--- src/rtl/simd_vector_mac_mc.sv ---
// Multi-context SIMD dot-product MAC: per-lane multiply, registered adder tree,
// saturating per-context accumulate, context-tagged results with valid/ready.
module simd_vector_mac_mc #(
    parameter int unsigned NUM_LANES      = 4,
    parameter int unsigned ELEM_W         = 16,
    parameter int unsigned MAX_NUM_ELEM   = 64,
    parameter int unsigned NUM_CTX        = 4,
    parameter int unsigned MUL_STAGES     = 2,
    parameter int unsigned VEC_MAC_DATA_W = 2*ELEM_W + $clog2(MAX_NUM_ELEM),
    parameter int unsigned CTX_W          = (NUM_CTX > 1) ? $clog2(NUM_CTX) : 1
) (
    input  logic                             clk,
    input  logic                             rst,
    input  logic                             valid_i,
    output logic                             ready_o,
    input  logic                             start_i,
    input  logic                             last_i,
    input  logic [CTX_W-1:0]                 ctx_i,
    input  logic                             signed_i,
    input  logic [NUM_LANES*ELEM_W-1:0]      A,
    input  logic [NUM_LANES*ELEM_W-1:0]      B,
    output logic                             vector_mac_valid_o,
    input  logic                             ready_i,
    output logic [VEC_MAC_DATA_W-1:0]        vector_mac_data_o,
    output logic [CTX_W-1:0]                 vector_mac_ctx_o,
    output logic                             vector_mac_sat_o
);

    localparam int unsigned LOG_LANES = $clog2(NUM_LANES);
    localparam int unsigned PROD_W    = 2*ELEM_W + 2;
    localparam int unsigned SUM_W     = PROD_W + LOG_LANES;
    localparam int unsigned DEPTH     = MUL_STAGES + LOG_LANES;
    localparam int unsigned NODES     = 2*NUM_LANES - 1;
    localparam int unsigned ACC_W     = ((VEC_MAC_DATA_W > SUM_W) ? VEC_MAC_DATA_W : SUM_W) + 1;

    localparam logic signed [ACC_W-1:0] ACC_MAX = ACC_W'({1'b0, {(VEC_MAC_DATA_W-1){1'b1}}});
    localparam logic signed [ACC_W-1:0] ACC_MIN = ~ACC_MAX;

    logic signed [ELEM_W:0]         a_ext_c  [NUM_LANES];
    logic signed [ELEM_W:0]         b_ext_c  [NUM_LANES];
    logic signed [PROD_W-1:0]       prod_c   [NUM_LANES];
    logic signed [PROD_W-1:0]       prod_q   [MUL_STAGES][NUM_LANES];
    logic signed [SUM_W-1:0]        tree_c   [NODES];
    logic signed [SUM_W-1:0]        node_q   [NUM_LANES];
    logic [DEPTH-1:0]               vld_q;
    logic [DEPTH-1:0]               start_q;
    logic [DEPTH-1:0]               last_q;
    logic [CTX_W-1:0]               ctx_q    [DEPTH];
    logic signed [VEC_MAC_DATA_W-1:0] acc_q  [NUM_CTX];
    logic [NUM_CTX-1:0]             sat_q;

    logic [CTX_W-1:0]               acc_ctx_c;
    logic signed [VEC_MAC_DATA_W-1:0] acc_base_c;
    logic                           sat_base_c;
    logic signed [ACC_W-1:0]        acc_sum_c;
    logic signed [VEC_MAC_DATA_W-1:0] acc_new_c;
    logic                           clamp_c;
    logic                           sat_new_c;
    logic                           emit_c;

    // Whole pipeline advances unless a held result is being refused downstream
    assign ready_o = !(vector_mac_valid_o && !ready_i);

    // Operand extension by mode and per-lane signed products
    always_comb begin
        for (int l = 0; l < NUM_LANES; l++) begin
            a_ext_c[l] = {signed_i & A[(l+1)*ELEM_W-1], A[l*ELEM_W +: ELEM_W]};
            b_ext_c[l] = {signed_i & B[(l+1)*ELEM_W-1], B[l*ELEM_W +: ELEM_W]};
            prod_c[l]  = PROD_W'(a_ext_c[l]) * PROD_W'(b_ext_c[l]);
        end
    end

    // Multiplier pipeline registers
    always_ff @(posedge clk) begin
        if (ready_o) begin
            for (int l = 0; l < NUM_LANES; l++) begin
                prod_q[0][l] <= prod_c[l];
            end
            for (int s = 1; s < MUL_STAGES; s++) begin
                for (int l = 0; l < NUM_LANES; l++) begin
                    prod_q[s][l] <= prod_q[s-1][l];
                end
            end
        end
    end

    // Heap-ordered adder tree view: leaves are products, internal nodes are registers
    always_comb begin
        for (int n = 0; n < NODES; n++) begin
            if (n >= NUM_LANES - 1) begin
                tree_c[n] = SUM_W'(prod_q[MUL_STAGES-1][n - (NUM_LANES - 1)]);
            end else begin
                tree_c[n] = node_q[n];
            end
        end
    end

    // One registered level per tree depth; root lands after LOG_LANES cycles
    always_ff @(posedge clk) begin
        if (ready_o) begin
            for (int n = 0; n < NUM_LANES - 1; n++) begin
                node_q[n] <= tree_c[2*n+1] + tree_c[2*n+2];
            end
        end
    end

    // Beat sideband travels alongside the arithmetic
    always_ff @(posedge clk) begin
        if (rst) begin
            vld_q <= '0;
        end else if (ready_o) begin
            vld_q[0] <= valid_i;
            for (int i = 1; i < DEPTH; i++) begin
                vld_q[i] <= vld_q[i-1];
            end
        end
    end

    // Sideband payload shift (no reset needed, qualified by vld_q)
    always_ff @(posedge clk) begin
        if (ready_o) begin
            start_q[0] <= start_i;
            last_q[0]  <= last_i;
            ctx_q[0]   <= ctx_i;
            for (int i = 1; i < DEPTH; i++) begin
                start_q[i] <= start_q[i-1];
                last_q[i]  <= last_q[i-1];
                ctx_q[i]   <= ctx_q[i-1];
            end
        end
    end

    // Saturating read-modify-write of the addressed context
    always_comb begin
        acc_ctx_c  = ctx_q[DEPTH-1];
        acc_base_c = '0;
        sat_base_c = 1'b0;
        clamp_c    = 1'b0;
        emit_c     = vld_q[DEPTH-1] && last_q[DEPTH-1];
        if (!start_q[DEPTH-1]) begin
            acc_base_c = acc_q[acc_ctx_c];
            sat_base_c = sat_q[acc_ctx_c];
        end
        acc_sum_c = ACC_W'(acc_base_c) + ACC_W'(tree_c[0]);
        acc_new_c = VEC_MAC_DATA_W'(acc_sum_c);
        if (acc_sum_c > ACC_MAX) begin
            acc_new_c = VEC_MAC_DATA_W'(ACC_MAX);
            clamp_c   = 1'b1;
        end else if (acc_sum_c < ACC_MIN) begin
            acc_new_c = VEC_MAC_DATA_W'(ACC_MIN);
            clamp_c   = 1'b1;
        end
        sat_new_c = sat_base_c | clamp_c;
    end

    // Accumulators, sticky flags and the result register
    always_ff @(posedge clk) begin
        if (rst) begin
            for (int c = 0; c < NUM_CTX; c++) begin
                acc_q[c] <= '0;
            end
            sat_q              <= '0;
            vector_mac_valid_o <= 1'b0;
            vector_mac_data_o  <= '0;
            vector_mac_ctx_o   <= '0;
            vector_mac_sat_o   <= 1'b0;
        end else if (ready_o) begin
            if (vld_q[DEPTH-1]) begin
                acc_q[acc_ctx_c] <= acc_new_c;
                sat_q[acc_ctx_c] <= sat_new_c;
            end
            vector_mac_valid_o <= emit_c;
            if (emit_c) begin
                vector_mac_data_o <= acc_new_c;
                vector_mac_ctx_o  <= acc_ctx_c;
                vector_mac_sat_o  <= sat_new_c;
            end
        end
    end

endmodule

--- config.mk ---
export PLATFORM = sky130hd
export DESIGN_NAME = simd_vector_mac_mc
export DESIGN_NICKNAME = d
export VERILOG_FILES = /design/src/rtl/simd_vector_mac_mc.sv
export SDC_FILE = /design/constraint.sdc
export NUM_CORES = 2
export LEC_CHECK = 0
export CAP_MARGIN = 30
export CELL_PAD_IN_SITES_DETAIL_PLACEMENT = 1
export CELL_PAD_IN_SITES_GLOBAL_PLACEMENT = 1
export CORE_ASPECT_RATIO = 0.5
export CORE_UTILIZATION = 41
export DETAILED_ROUTE_END_ITERATION = 12
export MAX_ROUTING_LAYER = met4
export PLACE_DENSITY_LB_ADDON = 0.1
export SLEW_MARGIN = 10
export SYNTH_ARGS = -nofsm -noshare
export SYNTH_HDL_FRONTEND = slang
export SYNTH_SLANG_ARGS = --single-unit
--- constraint.sdc ---
create_clock -name clk -period 14.3 [get_ports clk]
set_input_delay 2.145 -clock clk [delete_from_list [all_inputs] [get_ports clk]]
set_output_delay 2.145 -clock clk [all_outputs]
set_load 0.1 [all_outputs]
==> run_results.csv <==
group,metric,value,unit
detailed_routing,vias,48225,
floorplanning,design.die.area,0.175,mm²
logic_synthesis,seq_area_frac_synth,0.245,
worst_setup_path,reg2reg_from,"ctx_q[3][0]",
run,cap_violations,0,
layout,fillerInstances,18824,
logic_synthesis,synthFlopType,"edfxtp_1",
worst_setup_path,critPathTopFamily,"adder cells",
timing,setup_viol,0,
timing,grt_setup_unrepaired,"false",
worst_setup_path,arrival,9.62,ns
detailed_routing,dr.pass1.iters,7,
detailed_routing,wl_per_cell,20.8,µm
detailed_routing,drtAntennaViolNets,0,
worst_setup_path,slowest_delay,0.92,ns
clocking,h-tree-depth,2,
timing,fmax,108,MHz
worst_setup_path,cpMostUsedCell,"fa_1",
global_route,antenna_found_initial,13,
timing,slew-limit-headroom,0.309,
worst_hold_path,min_path_cells,0,
placement,buffer_ports.inserted,179,
timing,hold_viol_final,0,
worst_hold_path,hold_path.class,"reg -> reg",
clocking,cts.sinks,596,
worst_hold_path,hp-start,"prod_q[0][34]",
clocking,cts_hold_buf,0,
floorplanning,fp.dieW,590,µm
global_route,grt_overflow_total,0,
worst_setup_path,path_buf_inv,4,
timing,setup_tns,0,ns
floorplanning,ioPinCount,180,
timing,finalCritPeriodShare,0.645,
logic_synthesis,synthTopCellsByArea,"fa_1 (34%), edfxtp_1 (23%), ha_1 (8.5%), inv_1 (6.9%), and2_1 (4.6%)",
layout,drive_gt1_frac,0.0340,
timing,worstMarginPinSlew,1.03,ns
clocking,clock_latency,0.69,ns
layout,nets,8679,
global_route,grt_max_degree,74,
logic_synthesis,ys_types,76,
logic_synthesis,ys.warnings.count,0,
worst_hold_path,holdPathEnd,"prod_q[1][34]",
clocking,cts_setup_buffers,0,
worst_setup_path,path_class,"in -> reg",
detailed_routing,route.detailed.drc,0,
logic_synthesis,async_flop_share,0,
layout,layout_commonest_cell,"inv_1",
clocking,cts.clk_slew.worst_paths,0.07,ns
timing,period_minus_slack,9.22,ns
clocking,cts_resized,0,
clocking,cts_tree,"done",
global_route,grt_pass1_wl,306000,µm
detailed_routing,drt-vias-per-instance,5.24,
logic_synthesis,synth_nets,8641,
worst_setup_path,worstPathMaxFanout,18,
logic_synthesis,ys_ff_latch,596,
placement,pre_cts_slack,4.42,ns
logic_synthesis,synthCells,6835,
logic_synthesis,syn_area,0.0709,mm²
clocking,clk_path_buf_depth,3,
timing,fin_worst_skew,0.0966,ns
layout,area_growth,8.55,%
worst_setup_path,r2r-end,"acc_q[0][14]",
worst_setup_path,endpoint_kind,"flop",
worst_setup_path,worstPathRequired,14.70,ns
timing,slew_violations,0,
floorplanning,rows,107,
worst_setup_path,rr_worst_depth,15,
worst_setup_path,startpoint_type,"input pin",
logic_synthesis,synth_top_area_cell,"fa_1",
worst_setup_path,path_cells,"clkdlybuf4s50_1, nand2_1, or2_2, fa_1, fa_1, inv_1, fa_1, fa_1, fa_1, inv_1, fa_1, inv_1, ha_1, a21o_1, a2111oi_0, a21oi_1, a41o_1, or4_1, a31oi_1, o21ai_1, xnor2_1",
floorplanning,die_height,296,µm
floorplanning,core_region_area,0.171,mm²
logic_synthesis,avgSynthCellArea,10.4,µm²
logic_synthesis,yosysTopAreaCellShare,0.336,
global_route,grt_use_total,0.233,
placement,hpwlAfterDp,155000,µm
global_route,first_global_vias,53886,
timing,final.setup.worst_slack,5.08,ns
clocking,cts-root-buf,"clkbuf_16",
detailed_routing,wirelength,191000,µm
clocking,numCtsBuffers,54,
floorplanning,start_util,0.415,
layout,layout_common_cells,"inv_1 (1298), fa_1 (1189), nand2_1 (706)",
placement,gp_congestion,0.885,
worst_setup_path,worst_path_max_delay_cell,"clkdlybuf4s50_1",
logic_synthesis,synth-edff-count,546,
outcome,outcome,"finished clean",
detailed_routing,drt_iter0_markers,2962,
worst_setup_path,r2r_setup_slack,8.52,ns
-- state kept, by name, indices dropped and copies added, names as in the netlist --
| name | count |
|---|---|
| vector_mac_valid_o | 1 |
| vector_mac_ctx_o | 2 |
| sat_q | 4 |
| vector_mac_data_o | 38 |
| vld_q | 4 |
| node_q | 106 |
| start_q | 4 |
| ctx_q | 8 |
| vector_mac_sat_o | 1 |
| acc_q | 152 |
| prod_q | 272 |
| last_q | 4 |
-- kinds of logic after synthesis --
| family | count (synthesis) | share of synthesized area |
|---|---|---|
| and+or+nand+nor | 1916 | 0.131 |
| adders and majority gates | 1690 | 0.424 |
| buffers and inverters | 1528 | 0.0812 |
| AOI/OAI and AO/OA | 805 | 0.0736 |
| DFF | 596 | 0.245 |
| xor gates and xnor gates | 253 | 0.0313 |
| muxes | 47 | 0.0135 |
-- synthesized netlist by cell type, types with 10 or more instances --
| cell type | n |
|---|---|
| o211ai_1 | 25 |
| o31ai_1 | 12 |
| or3_1 | 20 |
| a31oi_1 | 24 |
| o21a_1 | 23 |
| a21o_1 | 122 |
| maj3_2 | 21 |
| or2_2 | 14 |
| nor2b_1 | 74 |
| xnor2_1 | 192 |
| ha_1 | 480 |
| o21bai_1 | 33 |
| nand2b_1 | 34 |
| a211oi_1 | 28 |
| nand3b_1 | 10 |
| inv_1 | 1298 |
| edfxtp_1 | 546 |
| a21boi_0 | 12 |
| nand2_1 | 710 |
| dfxtp_1 | 50 |
| o21ai_0 | 139 |
| nor3_1 | 43 |
| nand4_1 | 23 |
| xor2_1 | 61 |
| nor2_1 | 342 |
| clkbuf_1 | 216 |
| and3_1 | 56 |
| and2_1 | 517 |
| mux4_2 | 39 |
| fa_1 | 1189 |
| a21oi_1 | 260 |
| nand3_1 | 48 |
-- stage by stage --
step	utilization	hold WS, ns	cells	area, µm²
after floorplan	-	0.400	6835	70900
after global placement	0.438	0.404	9097	74900
after detailed placement	0.438	0.406	9102	75000
after CTS	0.450	0.361	9201	76900
after global routing	0.450	0.388	9207	76900
final	0.450	0.347	9208	76900
-- layer usage --
layer  part of all wire  routed length, µm  GRT usage  up-vias
li1                   -                  -          -    21734
met1               0.48              91000      0.326    25545
met2               0.47              89100      0.373      789
met3              0.046               8830     0.0279      157
met4              0.013               2410     0.0333        0
met5                  0                  0          -        -
-- final cells by class --
cell class / instances / area [µm²] / share of cell area
multi-input combinational: 4711 / 47800 / 0.621
sequential: 596 / 17400 / 0.226
inverter: 1298 / 4870 / 0.0633
tap: 2289 / 2860 / 0.0372
timing repair buffer: 212 / 2120 / 0.0275
clock buffer: 69 / 1540 / 0.0201
clock inverter: 30 / 378 / 0.00491
antenna: 3 / 7.51 / 0.0000976
-- worst reg2reg max path: stages (launching register included) --
cell	delay (ns)
edfxtp_1	0.34
buf_4	0.24
buf_16	0.31
mux4_2	0.56
nor2b_1	0.16
ha_1	0.26
fa_1	0.44
a21oi_1	0.22
o21ai_1	0.20
a2111o_1	0.52
a31oi_4	0.36
a211oi_4	0.16
nor3b_1	0.33
or3_2	0.80
maj3_2	0.51
nor2_1	0.08
-- worst max-delay path by stage --
stage,startpoint,to,slack (ns),cells past startpoint
2_1_floorplan,ready_i,ready_o,4.48,2
3_3_place_gp,B[31],prod_q[0][101],4.63,21
3_5_place_dp,B[31],prod_q[0][101],4.42,21
4_1_cts,B[31],prod_q[0][101],5.13,21
5_1_grt,B[31],prod_q[0][101],4.68,21
6_report,B[31],prod_q[0][101],5.08,21
Power is left out: the tool's default activity adds up to more than one toggle a clock period on the data nets, which glitch-free logic cannot reach.
